<file path="config.mk">
export PLATFORM = sky130hd
export DESIGN_NAME = ram_sp_param_flat
export DESIGN_NICKNAME = d
export VERILOG_FILES = /design/src/rtl/ram_sp_param_if.sv /design/src/rtl/ram_sp_param.sv /design/src/flat_wrapper.sv
export SDC_FILE = /design/constraint.sdc
export NUM_CORES = 1
export LEC_CHECK = 0
export BUFFER_PORTS_ARGS = -buffer_cell sky130_fd_sc_hd__clkbuf_2
export CORE_UTILIZATION = 60
export CTS_BUF_LIST = sky130_fd_sc_hd__clkbuf_8
export CTS_CLUSTER_DIAMETER = 100
export DETAILED_ROUTE_END_ITERATION = 6
export PLACE_DENSITY_LB_ADDON = 0.25
export REMOVE_ABC_BUFFERS = 1
export SLEW_MARGIN = 25
export SYNTH_ARGS = -nofsm -noshare
export SYNTH_HDL_FRONTEND = slang
export SYNTH_SLANG_ARGS = --single-unit
</file>
<file path="constraint.sdc">
create_clock -name clk -period 3.8 [get_ports clk]
set_input_delay 0.57 -clock clk [delete_from_list [all_inputs] [get_ports clk]]
set_output_delay 0.57 -clock clk [all_outputs]
set_load 0.005 [all_outputs]
</file>
<file path="src/rtl/ram_sp_param_if.sv">
`default_nettype none
// ============================================================================
//  Module   : ram_sp_param_if
//  Function : Request/response bundle for the ram_sp_param single-port RAM.
//             The master drives access requests and clear commands, and the
//             slave returns read data plus busy/drop status.
//  Revision : 1.0  initial release
// ============================================================================
interface ram_sp_param_if #(
  parameter int DATA_W = 16,
  parameter int ADDR_W = 4
);
  logic                  en;
  logic                  we;
  logic [ADDR_W-1:0]     addr;
  logic [DATA_W-1:0]     din;
  logic [DATA_W/8-1:0]   be;
  logic                  clr;
  logic [DATA_W-1:0]     dout;
  logic                  dout_valid;
  logic                  busy;
  logic                  drop;

  modport master (
    output en, we, addr, din, be, clr,
    input  dout, dout_valid, busy, drop
  );

  modport slave (
    input  en, we, addr, din, be, clr,
    output dout, dout_valid, busy, drop
  );
endinterface
`default_nettype wire

</file>
<file path="src/rtl/ram_sp_param.sv">
`default_nettype none
// ============================================================================
//  Module   : ram_sp_param
//  Function : Parametrised single-port synchronous RAM with byte-enable
//             writes, a 1- or 2-cycle registered read path and a sequential
//             clear engine that sweeps every word to CLR_VAL after reset or
//             on command. Unserviceable requests are flagged on drop.
//  Revision : 1.0  initial release
// ============================================================================
module ram_sp_param #(
  parameter int                DATA_W  = 16,
  parameter int                ADDR_W  = 4,
  parameter int                DEPTH   = 12,
  parameter int                RD_LAT  = 1,
  parameter logic [DATA_W-1:0] CLR_VAL = '0
) (
  input  wire logic        clk,
  input  wire logic        rst,
  ram_sp_param_if.slave    bus
);

  localparam int NB = DATA_W / 8;

  localparam logic [0:0] C_ST_IDLE  = 1'b0;
  localparam logic [0:0] C_ST_CLEAR = 1'b1;

  // Address of the last word; the sweep ends after writing it.
  localparam logic [ADDR_W-1:0] C_LAST  = ADDR_W'(DEPTH - 1);
  // Depth widened by one bit so the range check also works at DEPTH=2**ADDR_W.
  localparam logic [ADDR_W:0]   C_DEPTH = (ADDR_W + 1)'(DEPTH);

  logic [DATA_W-1:0] mem_q [DEPTH];

  logic [0:0]        state_q, state_d;
  logic [ADDR_W-1:0] ptr_q, ptr_d;
  logic [DATA_W-1:0] dout_q, dout_d;
  logic              dout_valid_q, dout_valid_d;
  logic              drop_q, drop_d;

  logic              accept;
  logic              rd_en;
  logic [DATA_W-1:0] rd_data;
  logic              mem_we;
  logic [ADDR_W-1:0] mem_addr;
  logic [DATA_W-1:0] mem_wdata;
  logic [NB-1:0]     mem_be;
  logic              rd_out_valid;
  logic [DATA_W-1:0] rd_out_data;

  // A request is served only in IDLE, without a concurrent clr, and in range.
  assign accept  = bus.en && (state_q == C_ST_IDLE) && !bus.clr
                   && ({1'b0, bus.addr} < C_DEPTH);
  assign rd_data = mem_q[bus.addr];

  // Next-state logic: clear sweep sequencing, request arbitration, write port mux.
  always_comb begin
    state_d   = state_q;
    ptr_d     = ptr_q;
    mem_we    = 1'b0;
    mem_addr  = bus.addr;
    mem_wdata = bus.din;
    mem_be    = bus.be;
    rd_en     = 1'b0;
    drop_d    = 1'b0;

    if (bus.clr) begin
      // clr (re)starts the sweep; this edge itself writes nothing.
      state_d = C_ST_CLEAR;
      ptr_d   = '0;
    end else if (state_q == C_ST_CLEAR) begin
      mem_we    = 1'b1;
      mem_addr  = ptr_q;
      mem_wdata = CLR_VAL;
      mem_be    = '1;
      if (ptr_q == C_LAST) begin
        state_d = C_ST_IDLE;
        ptr_d   = '0;
      end else begin
        ptr_d = ptr_q + 1'b1;
      end
    end

    if (bus.en) begin
      if (accept) begin
        // Accepted accesses only occur in IDLE, so the sweep never shares the port.
        if (bus.we) begin
          mem_we = 1'b1;
        end else begin
          rd_en = 1'b1;
        end
      end else begin
        drop_d = 1'b1;
      end
    end
  end

  // Read pipeline depth selection.
  if (RD_LAT == 2) begin : g_lat2
    logic              s1_valid_q, s1_valid_d;
    logic [DATA_W-1:0] s1_data_q, s1_data_d;

    // Extra stage captures the array output; it only loads on a read.
    always_comb begin
      s1_valid_d = rd_en;
      s1_data_d  = rd_en ? rd_data : s1_data_q;
    end

    // Stage register; reset cancels an in-flight read.
    always_ff @(posedge clk) begin
      if (rst) begin
        s1_valid_q <= 1'b0;
        s1_data_q  <= '0;
      end else begin
        s1_valid_q <= s1_valid_d;
        s1_data_q  <= s1_data_d;
      end
    end

    assign rd_out_valid = s1_valid_q;
    assign rd_out_data  = s1_data_q;
  end else begin : g_lat1
    assign rd_out_valid = rd_en;
    assign rd_out_data  = rd_data;
  end

  // Output register: dout only moves when a new result arrives.
  always_comb begin
    dout_valid_d = rd_out_valid;
    dout_d       = rd_out_valid ? rd_out_data : dout_q;
  end

  // Control and output flops; reset restarts the sweep and cancels pending results.
  always_ff @(posedge clk) begin
    if (rst) begin
      state_q      <= C_ST_CLEAR;
      ptr_q        <= '0;
      dout_q       <= '0;
      dout_valid_q <= 1'b0;
      drop_q       <= 1'b0;
    end else begin
      state_q      <= state_d;
      ptr_q        <= ptr_d;
      dout_q       <= dout_d;
      dout_valid_q <= dout_valid_d;
      drop_q       <= drop_d;
    end
  end

  // Storage array with per-byte write strobes; reset suppresses any write.
  always_ff @(posedge clk) begin
    if (!rst && mem_we) begin
      for (int i = 0; i < NB; i++) begin
        if (mem_be[i]) begin
          mem_q[mem_addr][8*i +: 8] <= mem_wdata[8*i +: 8];
        end
      end
    end
  end

  assign bus.dout       = dout_q;
  assign bus.dout_valid = dout_valid_q;
  assign bus.busy       = (state_q == C_ST_CLEAR);
  assign bus.drop       = drop_q;

endmodule
`default_nettype wire

</file>
<file path="src/flat_wrapper.sv">
// flat-port wrapper written by rule: the top's interface ports become plain ports
module ram_sp_param_flat 
#(
  parameter int                DATA_W  = 16,
  parameter int                ADDR_W  = 4,
  parameter int                DEPTH   = 12,
  parameter int                RD_LAT  = 1,
  parameter logic [DATA_W-1:0] CLR_VAL = '0
)
  (clk, rst, bus_en, bus_we, bus_addr, bus_din, bus_be, bus_clr, bus_dout, bus_dout_valid, bus_busy, bus_drop);
  ram_sp_param_if #(.DATA_W(DATA_W), .ADDR_W(ADDR_W)) bus_i ();
  input  wire logic clk;
  input  wire logic rst;
  input wire logic [$bits(bus_i.en)-1:0] bus_en;
  input wire logic [$bits(bus_i.we)-1:0] bus_we;
  input wire logic [$bits(bus_i.addr)-1:0] bus_addr;
  input wire logic [$bits(bus_i.din)-1:0] bus_din;
  input wire logic [$bits(bus_i.be)-1:0] bus_be;
  input wire logic [$bits(bus_i.clr)-1:0] bus_clr;
  output wire logic [$bits(bus_i.dout)-1:0] bus_dout;
  output wire logic [$bits(bus_i.dout_valid)-1:0] bus_dout_valid;
  output wire logic [$bits(bus_i.busy)-1:0] bus_busy;
  output wire logic [$bits(bus_i.drop)-1:0] bus_drop;
  assign bus_i.en = bus_en;
  assign bus_i.we = bus_we;
  assign bus_i.addr = bus_addr;
  assign bus_i.din = bus_din;
  assign bus_i.be = bus_be;
  assign bus_i.clr = bus_clr;
  assign bus_dout = bus_i.dout;
  assign bus_dout_valid = bus_i.dout_valid;
  assign bus_busy = bus_i.busy;
  assign bus_drop = bus_i.drop;
  ram_sp_param #(.DATA_W(DATA_W), .ADDR_W(ADDR_W), .DEPTH(DEPTH), .RD_LAT(RD_LAT), .CLR_VAL(CLR_VAL)) u_core (.clk(clk), .rst(rst), .bus(bus_i));
endmodule
</file>
==> reports/metrics.yaml, run 1 <==
yosys_warnings: 0
use_met1_pct: 38.31
num_io_pins: 46
cp-start-kind: "flip-flop"
rsz0062_at_grt: "false"
min_to: "u_core.bus.drop"
antenna_cells: 0
tns_ps: 0
setup_viol: 0
cts_setup_buffers: 0
crit_fanout: 18
setup_ws_ps: 1177
vias: 4887
numCtsBuffers: 35
vdd_drop_max_mv: 0.3676
hold_class: "in2reg"
dp_hpwl_mm: 12.17
timing.slew.headroom_pct: 39.05
r2r_cells: 5
final_util_pct: 69.39
cp.required_ps: 3920
pre_cts_slack_ps: 933.7
clock_latency_ps: 500
worstPathArrival_ps: 2740
worst_path_max_delay_cell: "dfxtp_1"
drt-total-wl_mm: 18.48
final_nets: 619
path_class: "reg2reg"
ctsHoldBuffers: 0
power.total_mw: 4.808
fin_crit_sh_pct: 69.01
r2r-start: "u_core.bus.busy"
grt_pass1_vias: 4935
grt_pass1_wl_mm: 27.97
yosysSeqAreaShare_pct: 72.26
period_needed_ps: 2623
grt_util_met3_pct: 5.712
fin_skew_ps: 20.62
reg2reg_to: "u_core.mem_q[11][14]"
ant_nets: 0
first_pass_iters: 5
hp-start: "bus_en"
grt_max_degree: 31
grt_usage_pct: 26.39
hold_path_depth: 3
drive_above_1_share_pct: 21.39
drt_iter0_markers: 634
worstMarginPinSlew_ps: 911.0
synth.distinct_cells: 38
path_cells: "nand2b_1 > buf_4 > mux2i_1 > nand2_1 > nor2_1"
cts_resized: 0
cts_sinks: 215
routed_via_density: 6.132
antenna_found_initial: 0
cts_tree: "built"
grt-ovfl-total: 0
gp_congestion: 0.8233
netlist_area_mm2: 0.008616
critPathCaptureType: "flip-flop"
syn_area_per_cell_um2: 16.23
slowest_delay_ps: 650
drcViolationCount: 0
die_h_um: 121.8
syn_inst: 531
std_cell_rows: 43
ys_ff_latch: 215
cts_root_buffer: "clkbuf_8"
clk_pin_slew_ps: 60
finalHoldViolations: 0
h-tree-depth: 2
cts_max_path_buffers: 3
dieArea_mm2: 0.01484
top_usage_layer: "met2"
routedWlPerCell_um: 23.19
outcome: "completed"
ff2ff_setup_slack_ps: 1180
cellLeakagePower_nw: 3.478
num-fill-cells: 888
core_mm2: 0.01393
dieWidth_um: 121.8
drv_cap: 0
powerDensity_mw_per_mm2: 497.2
area_delta_synth_final_pct: 12.23
grt.met2_usage_pct: 39.58
initial_core_util_pct: 61.83
max_freq_mhz: 381.3
port_buffers: 45
report.final.slew_viol_count: 0
[where the power goes]
group / leakage [nW] / internal (mW) / switching (mW)
sequential: 1.94 / 2.59 / 0.00500
clock: 0.398 / 1.11 / 0.874
combinational: 1.14 / 0.0765 / 0.150
total: 3.48 / 3.78 / 1.03
[state kept, by name, indices dropped and copies added, names as in the netlist]
signal                 flops
u_core.bus.drop            1
u_core.bus.dout           16
u_core.ptr_q               4
u_core.mem_q             192
u_core.bus.busy            1
u_core.bus.dout_valid      1
[worst max-delay path, delay by kind of cell (launching register included)]
kind | cells | cell delay [ps]
AND/OR/NAND/NOR | 3 | 1080
flip-flops | 1 | 650
buffers and inverters | 1 | 280
multiplexers | 1 | 250
[logic make-up (layout without fill, tap and decap cells)]
group | count (synthesis) | in the layout | synth area share [%]
multiplexers | 85 | 85 | 12.23
flip-flops | 215 | 215 | 72.26
adder cells (fa/ha/maj) | 1 | 1 | 0.1452
AO/OA/AOI/OAI | 60 | 60 | 5.184
buffers and inverters | 48 | 134 | 2.846
AND/OR/NAND/NOR | 122 | 122 | 7.334
[cell type report]
cell class	instances	area (um2)	share of cell area, %
Clock buffer	44	605.6	6.263
Clock inverter	19	106.4	1.100
Multi-Input combinational cell	268	2151	22.24
Tap cell	180	225.2	2.329
Sequential cell	215	6226	64.39
Inverter	18	67.56	0.6988
Timing Repair Buffer	53	287.8	2.976
[worst max-delay path by stage]
stage | from | cells after the start | end
5_1_grt | u_core.bus.busy | 5 | u_core.mem_q[11][14]
6_report | u_core.bus.busy | 5 | u_core.mem_q[11][14]
3_5_place_dp | bus_clr | 6 | u_core.mem_q[11][10]
3_3_place_gp | bus_clr | 6 | u_core.mem_q[11][2]
4_1_cts | u_core.bus.busy | 4 | u_core.mem_q[10][0]
2_1_floorplan | bus_addr[3] | 4 | u_core.mem_q[0][10]
[per-layer routing]
layer | vias up | part of all wire, %
li1 | 2177 | -
met5 | - | 0
met3 | 40 | 8.4
met4 | 0 | 2.4
met2 | 236 | 47
met1 | 2434 | 42
[cells in the mapped netlist, drive strengths merged]
cell | count | area [um2]
dfxtp | 23 | 460.4
nand3b | 2 | 15.01
a31oi | 2 | 12.51
nand2b | 3 | 18.77
nor3b | 1 | 12.51
and2 | 18 | 112.6
nor2 | 31 | 118.9
ha | 1 | 12.51
a31o | 2 | 17.52
or4b | 1 | 10.01
a211oi | 1 | 7.510
nor3 | 4 | 25.02
mux4 | 16 | 360.4
o211ai | 16 | 120.1
a22oi | 33 | 247.7
nand3 | 16 | 80.08
mux2 | 2 | 22.52
buf | 23 | 151.4
inv | 18 | 67.56
nor2b | 5 | 31.28
or4bb | 2 | 22.52
edfxtp | 192 | 5766
mux2i | 67 | 670.6
a211o | 1 | 8.760
clkbuf | 7 | 26.28
o21ai | 1 | 5.000
nor4bb | 2 | 20.02
o31ai | 3 | 22.52
and4b | 1 | 10.01
nand2 | 33 | 123.9
and2b | 1 | 8.760
or4 | 2 | 22.52
a21oi | 1 | 5.000
[cells in the final DEF (no fill, tap or decap), types with 2 or more instances in the layout]
master / count
a22oi_1: 33
a31o_2: 2
and2_1: 18
buf_4: 9
clkbuf_2: 44
clkbuf_8: 44
clkinv_1: 5
clkinv_2: 7
dfxtp_1: 23
edfxtp_1: 192
inv_1: 24
mux2_2: 2
mux2i_1: 67
mux4_2: 16
nand2_1: 33
nand2b_1: 3
nand3_1: 16
nand3b_1: 2
nor2_1: 30
nor2b_1: 5
nor3_1: 3
nor4bb_1: 2
o211ai_1: 16
o31ai_1: 3
or4_4: 2
or4bb_1: 2
[per-stage QoR]
step	cell area (um2)	hold WS [ps]	cells
floorplan	8438	467.1	501
global placement	8957	459.2	734
detailed placement	8957	474.5	734
CTS	9669	381.3	797
global route	9669	412.3	797
finish	9669	398.4	797
Power figures use the tool's default switching activity.
==> run 2, diff against run 1 <==
--- a/config.mk
+++ b/config.mk
@@ -6,7 +6,7 @@
 export NUM_CORES = 1
 export LEC_CHECK = 0
 export BUFFER_PORTS_ARGS = -buffer_cell sky130_fd_sc_hd__clkbuf_2
-export CORE_UTILIZATION = 60
+export CORE_UTILIZATION = 57
 export CTS_BUF_LIST = sky130_fd_sc_hd__clkbuf_8
 export CTS_CLUSTER_DIAMETER = 100
 export DETAILED_ROUTE_END_ITERATION = 6
==> constraint.sdc (replaced) <==
create_clock -name clk -period 2.3 [get_ports clk]
set_input_delay 0.345 -clock clk [delete_from_list [all_inputs] [get_ports clk]]
set_output_delay 0.345 -clock clk [all_outputs]
set_load 0.005 [all_outputs]
==> reports/metrics.yaml, run 2 (synthesized netlist as in run 1, its figures left out) <==
grt_max_degree: 30
largest_reg_flops: 192
finalHoldViolations: 0
vdd_drop_max_mv: 0.6341
std_cell_rows: 44
routedWlPerCell_um: 21.83
largest_register: "u_core.mem_q"
multiInputGateArea_mm2: 0.002151
crit_family: "simple AND/OR/NAND/NOR gates"
hp-start: "bus_en"
tns_ps: 0
drive_above_1_share_pct: 24.92
ant_nets: 0
cts_resized: 0
gp_congestion: 0.8868
critPathLaunch: "u_core.bus.busy"
cellLeakagePower_nw: 3.660
grt_pass1_wl_mm: 28.10
num-fill-cells: 999
slowest_delay_ps: 590
critPathCaptureType: "flip-flop"
antenna_cells: 0
routed_via_density: 5.887
path_buf_inv: 1
cts_sinks: 215
worstPathArrival_ps: 2300
num_io_pins: 46
vias: 4910
hold_class: "in2reg"
area_delta_synth_final_pct: 15.05
dp_hpwl_mm: 12.09
core_mm2: 0.01464
outcome: "finished, violations left"
drt_iter0_markers: 334
first_pass_iters: 7
layout_commonest_cell: "edfxtp_1"
area.sequential_mm2: 0.006226
powerDensity_mw_per_mm2: 786.6
stdcell_count: 834
port_buffers: 45
cts_setup_buffers: 0
drt-total-wl_mm: 18.21
cts_max_path_buffers: 3
cp-start-kind: "flip-flop"
max_freq_mhz: 474.0
drv_cap: 0
r2r-start: "u_core.bus.busy"
fin_skew_ps: 28.61
numCtsBuffers: 34
violations: "DRC"
h-tree-depth: 2
setup_viol: 0
timing.slew.headroom_pct: 58.31
grt-ovfl-total: 0
path_class: "reg2reg"
final_nets: 653
fin_crit_sh_pct: 91.73
cts_root_buffer: "clkbuf_8"
cp_common_cell: "nor2_1"
worstMarginPinSlew_ps: 625.3
antenna_found_initial: 0
dieArea_mm2: 0.01561
clk_pin_slew_ps: 60
dieWidth_um: 124.9
cts_tree: "built"
worst_path_max_delay_cell: "dfxtp_1"
dp_cells: 773
rsz0062_at_grt: "false"
pre_cts_slack_ps: 171.5
grt_usage_pct: 24.25
path_cells: "and2b_2 > nor2_1 > or4_4 > nor2_1 > buf_4"
setup_ws_ps: 190.3
ctsHoldBuffers: 0
cp.required_ps: 2490
grt_pass1_vias: 5028
period_needed_ps: 2110
initial_core_util_pct: 58.83
report.final.slew_viol_count: 0
drcViolationCount: 4
crit_fanout: 16
die_h_um: 124.9
clock_latency_ps: 500
final_cell_mix: "edfxtp_1 (192), mux2i_1 (67), clkbuf_2 (44)"
run 2: worst min-delay path, cell delays in order:
cell,delay (ps)
clkbuf_2,110
nand2b_1,110
a21oi_1,50
run 2: path summary, 6_finish.rpt:
check	to	slack, ps	cells past startpoint
worst max-delay path	u_core.mem_q[4][11]	190	5
worst min-delay path	u_core.bus.drop	180	3
worst max register to register	u_core.mem_q[4][11]	190	5
worst min register to register	u_core.bus.dout[13]	480	2
run 2: per-layer routing:
metal,up-vias,global-route usage [%],share of wire [%]
met2,183,38.30,48
li1,2238,-,-
met3,40,3.723,5.4
met4,0,9.828,2.9
met5,-,0,0
met1,2449,34.36,44
run 2: layout make-up:
class / instances / share of cell area, %
clock buffers: 41 / 5.693
flip-flops and latches: 215 / 62.81
well taps: 184 / 2.323
multi-input cells: 268 / 21.70
clock inverters: 20 / 1.111
repair buffers: 88 / 5.680
inverters: 18 / 0.6816
run 2: per-stage QoR:
step | total power [mW] | instance area [um2] | util [%] | hold slack [ps]
global placement | 4.742 | 9238 | 63.08 | 462.8
global route | 8.053 | 9912 | 67.69 | 195.4
CTS | 7.847 | 9912 | 67.69 | 165.7
finish | 7.797 | 9912 | 67.69 | 181.2
floorplan | 4.556 | 8438 | - | 417.8
detailed placement | 4.755 | 9238 | 63.08 | 471.7
run 2: power by group:
part | total [mW] | internal (mW) | switching, mW
Sequential | 4.29 | 4.28 | 0.00867
Combinational | 0.390 | 0.145 | 0.245
Clock | 3.12 | 1.73 | 1.39
Total | 7.80 | 6.15 | 1.65
